File: config.mk
export PLATFORM = sky130hd
export DESIGN_NAME = bus_arbiter
export DESIGN_NICKNAME = d
export VERILOG_FILES = /design/src/rtl/clock_pkg.sv /design/src/rtl/arb_hold_timer.sv /design/src/rtl/bus_arbiter.sv
export SDC_FILE = /design/constraint.sdc
export NUM_CORES = 1
export LEC_CHECK = 0
export ABC_AREA = 1
export ABC_CLOCK_PERIOD_IN_PS = 1150
export CAP_MARGIN = 20
export CORE_AREA = 4 4 41 43
export DETAILED_ROUTE_END_ITERATION = 10
export DIE_AREA = 0 0 45 47
export GPL_TIMING_DRIVEN = 0
export PLACE_DENSITY = 0.57
export SYNTH_ARGS = -nofsm -noshare
export SYNTH_HDL_FRONTEND = slang
export SYNTH_SLANG_ARGS = --single-unit
File: constraint.sdc
create_clock -name clk -period 1.15 [get_ports clk]
set_input_delay 0.23 -clock clk [delete_from_list [all_inputs] [get_ports clk]]
set_output_delay 0.23 -clock clk [all_outputs]
set_load 0.02 [all_outputs]
File: src/rtl/clock_pkg.sv
// Shared definitions for the timer databus arbiter: requester indices,
// bus_sel encodings and the arbiter state type.
package clock_pkg;

    localparam int BUS_W = 6;

    localparam int REQ_UPD = 0;
    localparam int REQ_SET = 1;
    localparam int REQ_CMP = 2;

    localparam logic [1:0] SEL_NONE = 2'b00;
    localparam logic [1:0] SEL_UPD  = 2'b01;
    localparam logic [1:0] SEL_SET  = 2'b10;
    localparam logic [1:0] SEL_CMP  = 2'b11;

    typedef enum logic [1:0] {
        ST_IDLE = 2'd0,
        ST_OWN  = 2'd1,
        ST_GAP  = 2'd2
    } arb_state_t;

    function automatic logic [1:0] sel_of(input logic [2:0] g);
        logic [1:0] sel;
        sel = SEL_NONE;
        if (g[REQ_UPD])
            sel = SEL_UPD;
        else if (g[REQ_SET])
            sel = SEL_SET;
        else if (g[REQ_CMP])
            sel = SEL_CMP;
        return sel;
    endfunction

endpackage

File: src/rtl/arb_hold_timer.sv
// Ownership hold counter: cleared when a grant starts, counts OWN cycles and
// flags expiry once HOLD_MAX-1 is reached. Saturates rather than wrapping.
module arb_hold_timer #(
    parameter int HOLD_MAX = 15
) (
    input  logic clk,
    input  logic clear_n,
    input  logic start,
    input  logic run,
    output logic expired
);

    localparam int CNT_W = (HOLD_MAX > 1) ? $clog2(HOLD_MAX) : 1;
    localparam logic [CNT_W-1:0] LAST = CNT_W'(HOLD_MAX - 1);

    logic [CNT_W-1:0] cnt_q;

    always_ff @(posedge clk) begin
        if (!clear_n)
            cnt_q <= '0;
        else if (start)
            cnt_q <= '0;
        else if (run && (cnt_q != LAST))
            cnt_q <= cnt_q + 1'b1;
    end

    assign expired = run && (cnt_q == LAST);

endmodule

File: src/rtl/bus_arbiter.sv
// Three-requester databus arbiter (update > set/compare round-robin) with a
// one-cycle turnaround gap; forced release is built only with BUS_ARBITER_TIMEOUT_EN.
//
// state   | meaning
// --------+-----------------------------------------------------------
// IDLE    | no owner; pick a winner from req on the next edge
// OWN     | gnt held stable until done/dropped req (or hold expiry)
// GAP     | one-cycle bus turnaround, gnt = 000, then back to IDLE
module bus_arbiter
    import clock_pkg::*;
#(
    parameter int HOLD_MAX = 15
) (
    input  logic       clk,
    input  logic       clear_n,
    input  logic [2:0] req,
    input  logic [2:0] done,
    output logic [2:0] gnt,
    output logic [1:0] bus_sel,
    output logic       busy,
    output logic       timeout
);

    arb_state_t state_q;
    logic [2:0] gnt_q;
    logic       last_cmp_q;   // 1 = compare served last, so set wins the next tie
    logic       timeout_q;
    logic [2:0] pick;
    logic       grant_start;
    logic       own_release;
    logic       expired;

    always_comb begin
        pick = 3'b000;
        if (req[REQ_UPD])
            pick[REQ_UPD] = 1'b1;
        else if (req[REQ_SET] && req[REQ_CMP]) begin
            if (last_cmp_q)
                pick[REQ_SET] = 1'b1;
            else
                pick[REQ_CMP] = 1'b1;
        end
        else if (req[REQ_SET])
            pick[REQ_SET] = 1'b1;
        else if (req[REQ_CMP])
            pick[REQ_CMP] = 1'b1;
    end

    assign grant_start = (state_q == ST_IDLE) && (|pick);
    assign own_release = (|(done & gnt_q)) || !(|(req & gnt_q)) || expired;

`ifdef BUS_ARBITER_TIMEOUT_EN
    arb_hold_timer #(
        .HOLD_MAX (HOLD_MAX)
    ) u_hold_timer (
        .clk     (clk),
        .clear_n (clear_n),
        .start   (grant_start),
        .run     (state_q == ST_OWN),
        .expired (expired)
    );
`else
    assign expired = 1'b0;
`endif

    always_ff @(posedge clk) begin
        if (!clear_n) begin
            state_q    <= ST_IDLE;
            gnt_q      <= 3'b000;
            last_cmp_q <= 1'b1;
            timeout_q  <= 1'b0;
        end
        else begin
            timeout_q <= 1'b0;
            case (state_q)
                ST_IDLE: begin
                    if (grant_start) begin
                        state_q <= ST_OWN;
                        gnt_q   <= pick;
                        if (pick[REQ_SET] || pick[REQ_CMP])
                            last_cmp_q <= pick[REQ_CMP];
                    end
                end
                ST_OWN: begin
                    if (own_release) begin
                        state_q   <= ST_GAP;
                        gnt_q     <= 3'b000;
                        timeout_q <= expired;
                    end
                end
                ST_GAP: begin
                    state_q <= ST_IDLE;
                end
                default: begin
                    state_q <= ST_IDLE;
                    gnt_q   <= 3'b000;
                end
            endcase
        end
    end

    assign gnt     = gnt_q;
    assign bus_sel = sel_of(gnt_q);
    assign busy    = (state_q != ST_IDLE);
    assign timeout = timeout_q;

endmodule
Word level (Yosys, flattened, before mapping)

Index checks and enable logic that the tools add are counted.

Equality and inequality tests: 4
Divide/modulo/power cells: 0
Multiply operators: 0
Bitwise gates (word level): 3
Magnitude comparators: 0
Mux-type cells: 17
Shift-type cells: 0
Add/sub/neg operators: 0
Reduce and logical (&&, ||, !) cells: 13

Operator list:

| cell                                                            | number |
|---|---|
| 2-bit 2-to-1 mux                                                | 7 |
| 3-bit one-hot mux with 3 select lines                           | 1 |
| 3-bit OR reduction                                              | 3 |
| 3-bit AND                                                       | 2 |
| 1-bit 2-to-1 mux                                                | 6 |
| 3-bit 2-to-1 mux                                                | 2 |
| 3-bit AND reduction                                             | 2 |
| 2-bit != test, second input constant                            | 2 |
| 2-bit one-hot mux with 2 select lines                           | 1 |
| 2-bit by 1-bit == test with 1-bit output, second input constant | 1 |
| 2-bit == test, second input constant                            | 1 |
| 1-bit logical AND                                               | 2 |
| 2-bit logical NOT                                               | 1 |
| 1-bit logical OR                                                | 2 |
| 2-bit AND reduction                                             | 1 |
| 2-bit nonzero test                                              | 1 |
| 1-bit logical NOT                                               | 1 |
| 1-bit NOT                                                       | 1 |

Logic and storage cells: 40
Bits of input ports: 8
Register bits: 6
Memories: 0
Memory bits (read-only): 0
Bits in writable memories: 0
Latch bits: 0

Depth between registers and ports, before layout

Word-level depth: 8
Mapped depth: 7

Worst setup path before layout

OpenSTA, ideal clock, no wires.

Path type: reg2out
Start: register gnt_q[2], in the netlist gnt[2]
End: output port bus_sel[0]
Cell stages (with the launch flop): 3
Arrival: 0.893 ns
Required time: 0.920 ns
Path buffers: 0
Slack: 0.027 ns
Cell sequence: dfxtp_1 -> inv_1 -> o21bai_1

Cells in the longest elaborated chain, start to end: 3

RTL lines:

| what                     | line              | RTL |
|---|---|---|
| start: declaration       | bus_arbiter.sv:25 | `logic [2:0] gnt_q;` |
| start signal: assignment | bus_arbiter.sv:79 | `gnt_q <= pick;` |
| 2-bit 2-to-1 mux         | clock_pkg.sv:29   | `else if (g[REQ_CMP])` |
| 2-bit 2-to-1 mux         | clock_pkg.sv:27   | `else if (g[REQ_SET])` |
| 2-bit 2-to-1 mux         | clock_pkg.sv:25   | `if (g[REQ_UPD])` |
| end: declaration         | bus_arbiter.sv:19 | `output logic [1:0] bus_sel,` |

Every way passes these cells.

Final worst setup path

Ends and elaborated chain as after synthesis.

==> results.sh <==
export IMPL_final_core_util_pct=40.10
export IMPL_htreeDepth=1
export IMPL_switching_share_pct=31.02
export IMPL_syn_nets=60
export IMPL_ir_drop_mv=0.4999
export IMPL_die_x_um=45
export IMPL_grt_busiest_layer="met1"
export IMPL_maxCapViolCount=0
export IMPL_synthDistinctLibCells=13
export IMPL_use_met1_pct=11.67
export IMPL_die_h_um=47
export IMPL_synth_top_area_share_pct=35.56
export IMPL_status="complete, no violations"
export IMPL_comb_power_share_pct=28.0
export IMPL_final_antenna_net_count=0
export IMPL_synth_ff_type="dfxtp_1"
export IMPL_clkTransAtPathRegs_ns=0.05
export IMPL_p_int_mw=0.4239
export IMPL_grt_ovfl_total=0
export IMPL_synth_edf_count=0
export IMPL_finalSetupTns_ns=0
export IMPL_grt_max_degree=7
export IMPL_die_area_mm2=0.002115
export IMPL_pre_cts_ws_ns=-0.2909
export IMPL_ctsRootBufferMaster="clkbuf_4"
export IMPL_critPathMaxFanout=6
export IMPL_ys_top_cells_by_area="dfxtp_1 36%, nand2_1 19%, a21oi_1 8.9%"
export IMPL_hp_class="primary input to register"
export IMPL_ios=15
export IMPL_layout_cells_non_filler=84
export IMPL_clock_latency_ns=0.25
export IMPL_worstPathArrival_ns=0.91
export IMPL_num_vias=369
export IMPL_viasPerCell=4.393
export IMPL_layout_setup_ws_ns=0.009034
export IMPL_startpoint_type="register"
export IMPL_netlist_instances=52
export IMPL_ys_seq_elements=6
export IMPL_synth_common_cells="17 x nand2_1, 8 x inv_1, 6 x a21oi_1, 6 x dfxtp_1"
export IMPL_synth_seq_area_share_pct=35.56
export IMPL_place_inst=80
export IMPL_syn_area_um2=337.8
export IMPL_area_growth_synth_to_final_pct=54.44
export IMPL_fin_area_um2=521.8
export IMPL_hpwl_um=615.9
export IMPL_place_gp_congestion=0.8156
export IMPL_synth_warnings=0
export IMPL_slew_violations=0
export IMPL_first_pass_iters=3
export IMPL_grt_pass1_wl_um=1283
export IMPL_numCtsBuffers=3
export IMPL_total_power_mw=0.6146
export IMPL_cts_hold_buffers=0
export IMPL_hold_viol_final=0
export IMPL_grt_use_met3_pct=3.448
export IMPL_skew_ns=0.004977
export IMPL_end_kind="primary output"
export IMPL_routedWlPerCell_um=9.869
export IMPL_finalSetupViolations=0
export IMPL_p_switching_mw=0.1907
export IMPL_grt_pass1_vias=295
export IMPL_n_antenna_cell=0
export IMPL_fmax_ghz=0.8765
export IMPL_dpl_cell_area_um2=486.7
export IMPL_pwr_share_seq_pct=39.8
export IMPL_critPathKind="register to primary output"
export IMPL_core_mm2=0.001301
export IMPL_powerDensity_mw_per_mm2=1178
export IMPL_synth_largest_area_cell="dfxtp_1"
export IMPL_synthArstFlopShare_pct=0
export IMPL_p_leak_nw=0.2635
export IMPL_hold_ws_ns=0.3932
export IMPL_fp_row_count=13
export IMPL_pwr_share_clk_pct=32.2
export IMPL_cts_path_max_buffers=2
export IMPL_antenna_found_initial=0
export IMPL_avgSynthCellArea_um2=6.497
export IMPL_cp_required_ns=0.92
export IMPL_cts_tree="done"
export IMPL_drt_wl_total_um=829
export IMPL_finalCriticalPeriod_ns=1.141
export IMPL_drcViolationCount=0
export IMPL_nets=79
export IMPL_drive_gt1_share_pct=31.88
export IMPL_drt_iter0_drc=4
export IMPL_start_util_pct=25.96
export IMPL_yosys_cell_count_top_type="nand2_1"
export IMPL_post_route_period_util_pct=99.21
export IMPL_rsz0062_at_grt="true"
export IMPL_port_buffers=13
export IMPL_grt_usage_pct=8.709
export IMPL_tritoncts_num_sinks=6
export IMPL_grt_use_met2_pct=9.887
-- worst max-delay path, cell delays in order (launching register included) --
cell and delay, ns:
dfxtp_4 0.37, inv_2 0.03, o21bai_1 0.11, buf_4 0.15
-- state kept, by name (all words and copies together) (netlist names) --
name        cells
gnt             3
state_q         2
last_cmp_q      1
-- final cells by class --
cell class | instances | area [µm²]
Timing Repair Buffer | 14 | 127.6
Tap cell | 15 | 18.77
Inverter | 8 | 30.03
Multi-Input combinational cell | 37 | 185.2
Fill cell | 148 | 779.5
Buffer | 1 | 7.507
Sequential cell | 6 | 130.1
Clock buffer | 3 | 22.52
-- cells by family (layout without fill, tap and decap cells) --
group / count (synthesis) / in the layout / synth area share [%]
compound gates: 8 / 8 / 13.71
buf+inv: 9 / 26 / 11.11
flops: 6 / 6 / 35.56
other cells: 1 / 1 / 1.110
simple gates: 28 / 28 / 38.52
-- layout by cell type, fill, tap and decap left out --
cell / n
clkdlybuf4s15_2: 2
dfxtp_1: 2
inv_1: 7
o2111ai_1: 1
nand2_2: 1
a21oi_1: 6
clkbuf_2: 1
clkdlybuf4s50_1: 6
nand3_2: 2
buf_2: 1
dfxtp_2: 2
nor2_1: 3
nand2_1: 17
clkbuf_4: 3
buf_4: 4
conb_1: 1
nor2_2: 2
dlymetal6s2s_1: 1
dfxtp_4: 2
o21bai_1: 1
nand3_1: 2
inv_2: 1
nor2_4: 1
-- worst paths after layout --
check | start | endpoint | depth (start not counted) | slack, ns
worst max-delay path | gnt[2] | bus_sel[0] | 3 | 0.009
worst min-delay path | req[1] | state_q[1] | 4 | 0.39
worst max register to register | gnt[2] | gnt[1] | 7 | 0.15
worst min register to register | last_cmp_q | last_cmp_q | 2 | 0.49
-- power by group through the flow --
stage / sequential (mW) / clock [mW] / combinational (mW)
after global placement: 0.247 / 0 / 0.173
after floorplan: 0.251 / 0 / 0.0899
after global routing: 0.247 / 0.218 / 0.188
final: 0.244 / 0.198 / 0.172
after CTS: 0.245 / 0.204 / 0.174
after detailed placement: 0.246 / 0 / 0.173
-- layer usage --
layer / routed length [µm] / up-vias
li1: - / 194
met1: 392 / 155
met2: 307 / 17
met3: 102 / 3
met4: 27 / 0
met5: 0 / -
-- timing repair --
| item | in CTS | in global routing |
|---|---|---|
| setup endpoints to repair | 6 | 7 |
| resized for setup | 28 | 4 |
| buffers inserted | 1 | 0 |
| pin swaps | 1 | 0 |
(Power assumes the default switching activity.)
